<file path="src/rtl/matrix_loader_if.sv">
// rtl/matrix_loader_if.sv - RPi parallel write bus feeding the matrix loader
interface matrix_loader_if;
  logic [7:0] RPI_IO;
  logic       write_strobe;
  logic       cmd_sel;

  modport master (output RPI_IO, output write_strobe, output cmd_sel);
  modport slave  (input RPI_IO, input write_strobe, input cmd_sel);
endinterface

</file>
<file path="src/rtl/matrix_loader.sv">
// rtl/matrix_loader.sv - synchronised RPi byte loader with shadow bank and atomic commit
module matrix_loader #(
  parameter int NUM_BYTES   = 8,
  parameter int SYNC_STAGES = 2,
  parameter bit AUTO_COMMIT = 1'b0
) (
  input  logic                   clk_100mhz,
  input  logic                   rst,
  matrix_loader_if.slave         rpi,
  output logic [NUM_BYTES*8-1:0] output_pin,
  output logic                   pmod1_1,
  output logic                   err_flag,
  output logic [15:0]            write_count
);
  localparam int               IDX_W    = (NUM_BYTES > 1) ? $clog2(NUM_BYTES) : 1;
  localparam logic [6:0]       NB       = 7'(NUM_BYTES);
  localparam logic [IDX_W-1:0] IDX_LAST = IDX_W'(NUM_BYTES - 1);

  typedef enum logic [1:0] {IDLE, STREAM, BCAST} state_t;
  state_t state, state_nxt;

  logic [SYNC_STAGES-1:0]      stb_sync;
  logic [SYNC_STAGES-1:0]      cmd_sync;
  logic [SYNC_STAGES-1:0][7:0] io_sync;
  logic                        stb_prev;
  logic                        stb_rise;
  logic                        cur_cmd;
  logic [7:0]                  cur_byte;
  logic                        start_ok;

  logic [IDX_W-1:0]            idx;
  logic [NUM_BYTES*8-1:0]      shadow;

  logic do_load_idx, do_wr_lane, do_bcast, do_commit;
  logic do_clr_shadow, do_clr_err, do_set_err;

  // Strobe chain and its history reset high so a strobe held through reset is ignored.
  always_ff @(posedge clk_100mhz or posedge rst) begin
    if (rst) begin
      stb_sync <= '1;
      cmd_sync <= '0;
      io_sync  <= '0;
      stb_prev <= 1'b1;
    end else begin
      stb_sync <= {stb_sync[SYNC_STAGES-2:0], rpi.write_strobe};
      cmd_sync <= {cmd_sync[SYNC_STAGES-2:0], rpi.cmd_sel};
      io_sync  <= {io_sync[SYNC_STAGES-2:0], rpi.RPI_IO};
      stb_prev <= stb_sync[SYNC_STAGES-1];
    end
  end

  assign stb_rise = stb_sync[SYNC_STAGES-1] & ~stb_prev;
  assign cur_cmd  = cmd_sync[SYNC_STAGES-1];
  assign cur_byte = io_sync[SYNC_STAGES-1];
  assign start_ok = {1'b0, cur_byte[5:0]} < NB;

  always_ff @(posedge clk_100mhz or posedge rst) begin
    if (rst) begin
      state <= IDLE;
    end else begin
      state <= state_nxt;
    end
  end

  always_comb begin
    state_nxt = state;
    if (stb_rise && cur_cmd) begin
      case (cur_byte[7:6])
        2'b00:   state_nxt = start_ok ? STREAM : IDLE;
        2'b01:   state_nxt = BCAST;
        default: state_nxt = IDLE;
      endcase
    end
  end

  always_comb begin
    do_load_idx   = 1'b0;
    do_wr_lane    = 1'b0;
    do_bcast      = 1'b0;
    do_commit     = 1'b0;
    do_clr_shadow = 1'b0;
    do_clr_err    = 1'b0;
    do_set_err    = 1'b0;
    if (stb_rise) begin
      if (cur_cmd) begin
        case (cur_byte[7:6])
          2'b00: begin
            do_load_idx = start_ok;
            do_set_err  = ~start_ok;
          end
          2'b10: do_commit = 1'b1;
          2'b11: begin
            do_clr_err    = cur_byte[0];
            do_clr_shadow = ~cur_byte[0];
          end
          default: ;
        endcase
      end else begin
        case (state)
          STREAM:  do_wr_lane = 1'b1;
          BCAST:   do_bcast   = 1'b1;
          default: do_set_err = 1'b1;
        endcase
      end
    end
  end

  always_ff @(posedge clk_100mhz or posedge rst) begin
    if (rst) begin
      idx         <= '0;
      shadow      <= '0;
      output_pin  <= '0;
      err_flag    <= 1'b0;
      write_count <= '0;
      pmod1_1     <= 1'b0;
    end else begin
      pmod1_1 <= stb_rise;
      if (stb_rise) begin
        write_count <= write_count + 16'd1;
      end
      if (do_load_idx) begin
        idx <= cur_byte[IDX_W-1:0];
      end
      if (do_wr_lane) begin
        shadow[{idx, 3'b000} +: 8] <= cur_byte;
        if (AUTO_COMMIT) begin
          output_pin[{idx, 3'b000} +: 8] <= cur_byte;
        end
        idx <= (idx == IDX_LAST) ? '0 : idx + IDX_W'(1);
      end
      if (do_bcast) begin
        shadow <= {NUM_BYTES{cur_byte}};
        if (AUTO_COMMIT) begin
          output_pin <= {NUM_BYTES{cur_byte}};
        end
      end
      if (do_clr_shadow) begin
        shadow <= '0;
      end
      if (do_commit) begin
        output_pin <= shadow;
      end
      if (do_set_err) begin
        err_flag <= 1'b1;
      end else if (do_clr_err) begin
        err_flag <= 1'b0;
      end
    end
  end
endmodule
</file>
<file path="src/flat_wrapper.sv">
// flat-port wrapper written by rule: the top's interface ports become plain ports
module matrix_loader_flat 
#(
  parameter int NUM_BYTES   = 8,
  parameter int SYNC_STAGES = 2,
  parameter bit AUTO_COMMIT = 1'b0
)
  (clk_100mhz, rst, output_pin, pmod1_1, err_flag, write_count, rpi_RPI_IO, rpi_write_strobe, rpi_cmd_sel);
  matrix_loader_if rpi_i ();
  input  logic clk_100mhz;
  input  logic rst;
  output logic [NUM_BYTES*8-1:0] output_pin;
  output logic pmod1_1;
  output logic err_flag;
  output logic [15:0] write_count;
  input wire logic [$bits(rpi_i.RPI_IO)-1:0] rpi_RPI_IO;
  input wire logic [$bits(rpi_i.write_strobe)-1:0] rpi_write_strobe;
  input wire logic [$bits(rpi_i.cmd_sel)-1:0] rpi_cmd_sel;
  assign rpi_i.RPI_IO = rpi_RPI_IO;
  assign rpi_i.write_strobe = rpi_write_strobe;
  assign rpi_i.cmd_sel = rpi_cmd_sel;
  matrix_loader #(.NUM_BYTES(NUM_BYTES), .SYNC_STAGES(SYNC_STAGES), .AUTO_COMMIT(AUTO_COMMIT)) u_core (.clk_100mhz(clk_100mhz), .rst(rst), .rpi(rpi_i), .output_pin(output_pin), .pmod1_1(pmod1_1), .err_flag(err_flag), .write_count(write_count));
endmodule
</file>
<file path="config.mk">
export PLATFORM = sky130hd
export DESIGN_NAME = matrix_loader_flat
export DESIGN_NICKNAME = d
export VERILOG_FILES = /design/src/rtl/matrix_loader_if.sv /design/src/rtl/matrix_loader.sv /design/src/flat_wrapper.sv
export SDC_FILE = /design/constraint.sdc
export NUM_CORES = 1
export LEC_CHECK = 0
export CAP_MARGIN = 20
export CORE_ASPECT_RATIO = 0.6
export CORE_UTILIZATION = 35
export CTS_CLUSTER_SIZE = 10
export DETAILED_ROUTE_END_ITERATION = 12
export PLACE_DENSITY = 0.6
export REMOVE_ABC_BUFFERS = 1
export SETUP_SLACK_MARGIN = 0.02
export SLEW_MARGIN = 40
export SYNTH_ARGS = -nofsm -noshare
export SYNTH_HDL_FRONTEND = slang
export SYNTH_SLANG_ARGS = --single-unit
</file>
<file path="constraint.sdc">
create_clock -name clk_100mhz -period 9.2 [get_ports clk_100mhz]
set_input_delay 1.38 -clock clk_100mhz [delete_from_list [all_inputs] [get_ports clk_100mhz]]
set_output_delay 1.38 -clock clk_100mhz [all_outputs]
set_load 0.1 [all_outputs]
</file>
Yosys cells after proc, flatten, opt, wreduce, memory -nomap -nowiden
Cells that the tools add are included.

operators by class
  mux-type cells = 33
  add/subtract/negate cells = 3
  bitwise logic cells = 4
  reductions and logical operators = 6
  shift operators = 2
  equality and inequality tests = 6
  magnitude comparators = 1

operator list
  operator                  number
  $mux W64                  3
  $bwmux W64                1
  $shift A8 B8 Y64 const A  1
  $shiftx A8 B8 Y64         1
  $mux W1                   25
  $add A16 B1 Y16 const B   1
  $mux W3                   3
  $neg A6 Y8                1
  $eq A2 B2 Y1 const B      3
  $lt A6 B4 Y1 const B      1
  $eq A2 B1 Y1 const B      2
  $pmux W2 S2               1
  $reduce_bool A2 Y1        2
  $add A3 B1 Y3 const B     1
  $eq A3 B3 Y1 const B      1
  $not A1 Y1                3
  $reduce_bool A3 Y1        1
  $logic_not A2 Y1          1
  $reduce_or A2 Y1          1
  $and A1 B1 Y1             1
  $logic_and A1 B1 Y1       1

word-level totals
  output and inout port bits = 82
  logic and storage cells = 67
  bits in registers = 172

Longest topological paths before layout
  depth in word-level cells = 7
  depth in mapped cells = 9
  depth with buffers taken out = 7

Worst setup path before layout
Ideal clock, no wire load.

  path kind = register -> output
  start = register u_core.write_count[11]
  end = output port write_count[11]
  slack = 6.852 ns
  arrival time = 0.968 ns
  stages on the path, launching flop included = 1
  required time = 7.820 ns
  cell sequence = dfrtp_1

RTL lines
  what                    line                  source
  from (decl)             matrix_loader.sv:13   output logic [15:0] write_count
  from (signal assigned)  matrix_loader.sv:119  write_count <= write_count + 16'd1;
  to (decl)               flat_wrapper.sv:15    output logic [15:0] write_count;

No word-level cell between the ends.

Worst setup path after layout
  start = register u_core.write_count[11]
  end = output port write_count[11]

No word-level cell between the ends.

==> results by stage <==
Worst setup path:
- The critical setup path kind is reg2out.
- The worst setup path is captured at a primary output.
- The register-to-register setup slack is 6.62 ns.
- The buffer and inverter count on the worst path is 1.
- The cell family contributing the most delay on the critical path is buffers and inverters.
- The required arrival time at the worst endpoint is 7.82 ns.
- The critical path goes through buf_2.
- The reg-to-reg critical path endpoint is u_core.shadow[37].
- The startpoint identified for the worst register-to-register timing path is u_core.idx[0].
- Data arrives at the worst endpoint at 1.33 ns.
- Counting cells, the worst reg-to-reg path comes to 7.
- The slowest stage cell on the critical path is sky130_fd_sc_hd__buf_2.
- The largest incremental delay on the critical path is 0.47 ns.
- The largest driver fanout on the critical path is 6.
- The kind of start point of the critical path is a flop.

Power and ir drop:
- Dividing total power by cell area gives a power density of 240 nW/um^2.
- For this design the static power due to leakage is 4.16 nW.
- The worst-case IR drop observed on VDD is 0.000132 V.

Die:
- The die covers 21,000 sq um.
- For this configuration, the core starts out at a cell density of 35.7%.
- During I/O placement, the number of pins put on the boundary was 94.
- The die is 113 um tall.
- The horizontal die dimension is 186 um.
- In this run the core area contains 40 standard-cell rows.
- The placeable core area is 20,000 sq um.

Synth:
- The portion of the post-synthesis area used by sequential elements is 60.4%.
- The count of flip-flops with a built-in enable after synthesis is 0.
- The number of instances in the synthesized netlist is 512.
- The mean instance size in the synthesized netlist is 13.9 sq um.
- The post-synthesis instance area is 7130 sq um.
- Synthesis inferred 172 register bits.
- For this run, the leading register cell type out of synthesis is sky130_fd_sc_hd__dfrtp_1.
- The number of warnings printed during yosys synthesis is 0.
- The proportion of synthesized flip-flops having asynchronous set or reset is 100%.
- The number of distinct library cell variants in the gate-level netlist after synthesis is 43.

Global route:
- The number of global-route vias before repair is 4,499.
- The wire length of the first global-routing pass is 25,400 um.
- The initial antenna violation count was 0.
- After global routing the overflow that remains totals 0.
- The maximum number of pins on one net before global-route repair is 89.
- The overall track demand over capacity in global routing is 16.0%.

STA:
- The final critical path takes up 29.5% of the cycle.
- The post-route minimum period is 2.71 ns.
- Measured against its own limit, the worst slew margin works out to 44.6%.
- The number of max-slew violations in the final report came to 0.
- The smallest setup slack after layout is 6.49 ns.
- The summed negative setup slack over all endpoints is 0 ns.
- For the pin with the worst max-slew slack, the measured transition is 0.825 ns.
- The fmax is 368 MHz.
- Setup repair after global routing left no endpoint under its margin.
- The post-route clock skew is 0.0111 ns.
- The final number of setup-violating endpoints is 0.
- The post-route worst hold slack is 0.346 ns.
- The final hold violation count is 0.

Drt:
- The wire length per cell is 17.3 um.
- The DRC violation count after routing is 0.
- The number of iterations in the first detailed-routing pass is 4.
- After the first detailed-routing iteration, the DRC count stood at 222.
- Once detail routing completed, the nets flagged for antenna violations numbered 0.
- Dividing the detail-routed via count by the number of cells gives 4.87.
- The routed wire length is 15,400 um.
- Detailed routing inserted a total of 4,331 vias.

Placement:
- Once placement finished, the instance area stood at 7880 sq um.
- OpenSTA, run right after detailed placement, puts the worst setup slack at 5.93 ns.
- Routability-driven placement finished with a final weighted congestion of 0.768.
- The number of buffers added on ports is 93.
- The post-DP HPWL is 10,500 um.

Min path:
- In this run the most critical hold path is launched from u_core.io_sync[6].
- The endpoint of the worst hold path is u_core.cur_byte[6].
- The cell depth of the worst hold path is 0.
- In this run the worst hold path is classified as reg2reg.

Clock network:
- Once the clock tree was built, the setup fixing pass inserted 0 buffers.
- The number of buffers on the longest clock path is 2.
- For the worst-skew pair, the clock arrives at the later sink with an insertion delay of 0.42 ns.
- CTS saw 172 sinks.
- The clock edge transition at the registers on the reported setup and hold paths is 0.07 ns.
- The clock tree root buffer cell is sky130_fd_sc_hd__clkbuf_16.
- TritonCTS built the clock tree.
- Buffers inserted during clock tree synthesis total 17.
- Hold repair after CTS inserted 0 buffers.
- The number of resized instances in the post-cts repair step is 0.
- The clock tree synthesis step divided the H-tree into 4 levels.

Layout:
- In the final layout, the share of cells above drive strength 1 is 38.1%.
- The synthesis-to-layout area growth is 19.4%.
- The cell area after layout is 8520 sq um.
- The library cell used most frequently in the layout, excluding fill and tap cells, is sky130_fd_sc_hd__dfrtp_1.
- The combined area of the multi-input logic cells is 2660 sq um.
- The antenna diode count is 0.
- Leaving out fill and tap cells, the most frequent cells in the layout are sky130_fd_sc_hd__dfrtp_1 (169), sky130_fd_sc_hd__buf_2 (82), sky130_fd_sc_hd__mux2_2 (65).
- The final-stage net count is 625.
- The storage element area is 4310 sq um.
- The filler cell count is 1,808.

Flow run:
- The number of max-cap violations is 0.

Outcome:
- The flow ran to the end, and the final reports show no timing, DRC or antenna violations.
==> per-stage QoR <==
step                util (%)  power [W]  cells
global route            42.6    0.00213    890
finish                  42.6    0.00204    890
floorplan                  -    0.00122    489
global placement        41.4    0.00132    859
CTS                     42.6    0.00207    890
detailed placement      39.5    0.00131    859
==> cell usage after synthesis, types with 7 or more instances <==
master	n	area (sq um)
sky130_fd_sc_hd__buf_2	12	60.1
sky130_fd_sc_hd__buf_6	9	101
sky130_fd_sc_hd__dfrtp_1	169	4230
sky130_fd_sc_hd__ha_1	8	100
sky130_fd_sc_hd__inv_1	9	33.8
sky130_fd_sc_hd__mux2_2	65	732
sky130_fd_sc_hd__mux2_4	32	480
sky130_fd_sc_hd__nand2_1	11	41.3
sky130_fd_sc_hd__nand3_1	35	175
sky130_fd_sc_hd__nand4_1	8	50.1
sky130_fd_sc_hd__nor2_1	40	150
sky130_fd_sc_hd__o21ai_1	7	35.0
sky130_fd_sc_hd__o31ai_1	33	248
sky130_fd_sc_hd__xnor2_1	8	70.1
sky130_fd_sc_hd__xor2_1	7	61.3
==> layer usage <==
metal	global-route usage, %	routed length [um]	up-vias
li1	-	-	2028
met1	25.0	8220	2195
met2	20.9	6140	96
met3	4.96	884	12
met4	4.37	158	0
met5	0	0	-
==> kinds of logic after synthesis <==
group	Yosys count	share of synthesized area [%]
DFF	172	60.4
muxes	100	17.4
AOI/OAI and AO/OA	58	6.19
xor gates and xnor gates	15	1.84
adders and majority gates	8	1.40
buffers and inverters	32	2.89
and+or+nand+nor	127	9.84
==> where the power goes <==
group          switching, W  internal, W
Clock              0.000288     0.000463
Sequential        0.0000513     0.000817
Combinational      0.000329    0.0000971
Total              0.000668      0.00138
==> worst max path at each step <==
stage | start | to | slack, ns | depth (start not counted)
6_report | u_core.write_count[11] | write_count[11] | 6.49 | 1
3_3_place_gp | rst | u_core.write_count[7] | 5.65 | 3
4_1_cts | rst | u_core.shadow[59] | 6.39 | 3
2_1_floorplan | u_core.stb_sync[1] | u_core.output_pin[0] | 2.96 | 3
3_5_place_dp | rst | u_core.write_count[7] | 5.93 | 3
5_1_grt | rst | u_core.io_sync[6] | 6.33 | 3
==> state kept, by name, indices dropped and copies added (netlist names) <==
register,count
u_core.cur_byte,8
u_core.stb_sync,2
u_core.pmod1_1,1
u_core.output_pin,64
u_core.stb_prev,1
u_core.idx,3
u_core.shadow,64
u_core.cmd_sync,2
u_core.state,2
u_core.io_sync,8
u_core.err_flag,1
u_core.write_count,16
==> layout make-up <==
class	instances	share of cell area, %
Sequential cell	172	50.6
Clock buffer	22	5.33
Tap cell	273	4.01
Clock inverter	9	1.87
Inverter	9	0.485
Timing Repair Buffer	97	6.54
Multi-Input combinational cell	308	31.2
(Power assumes the default switching activity.)
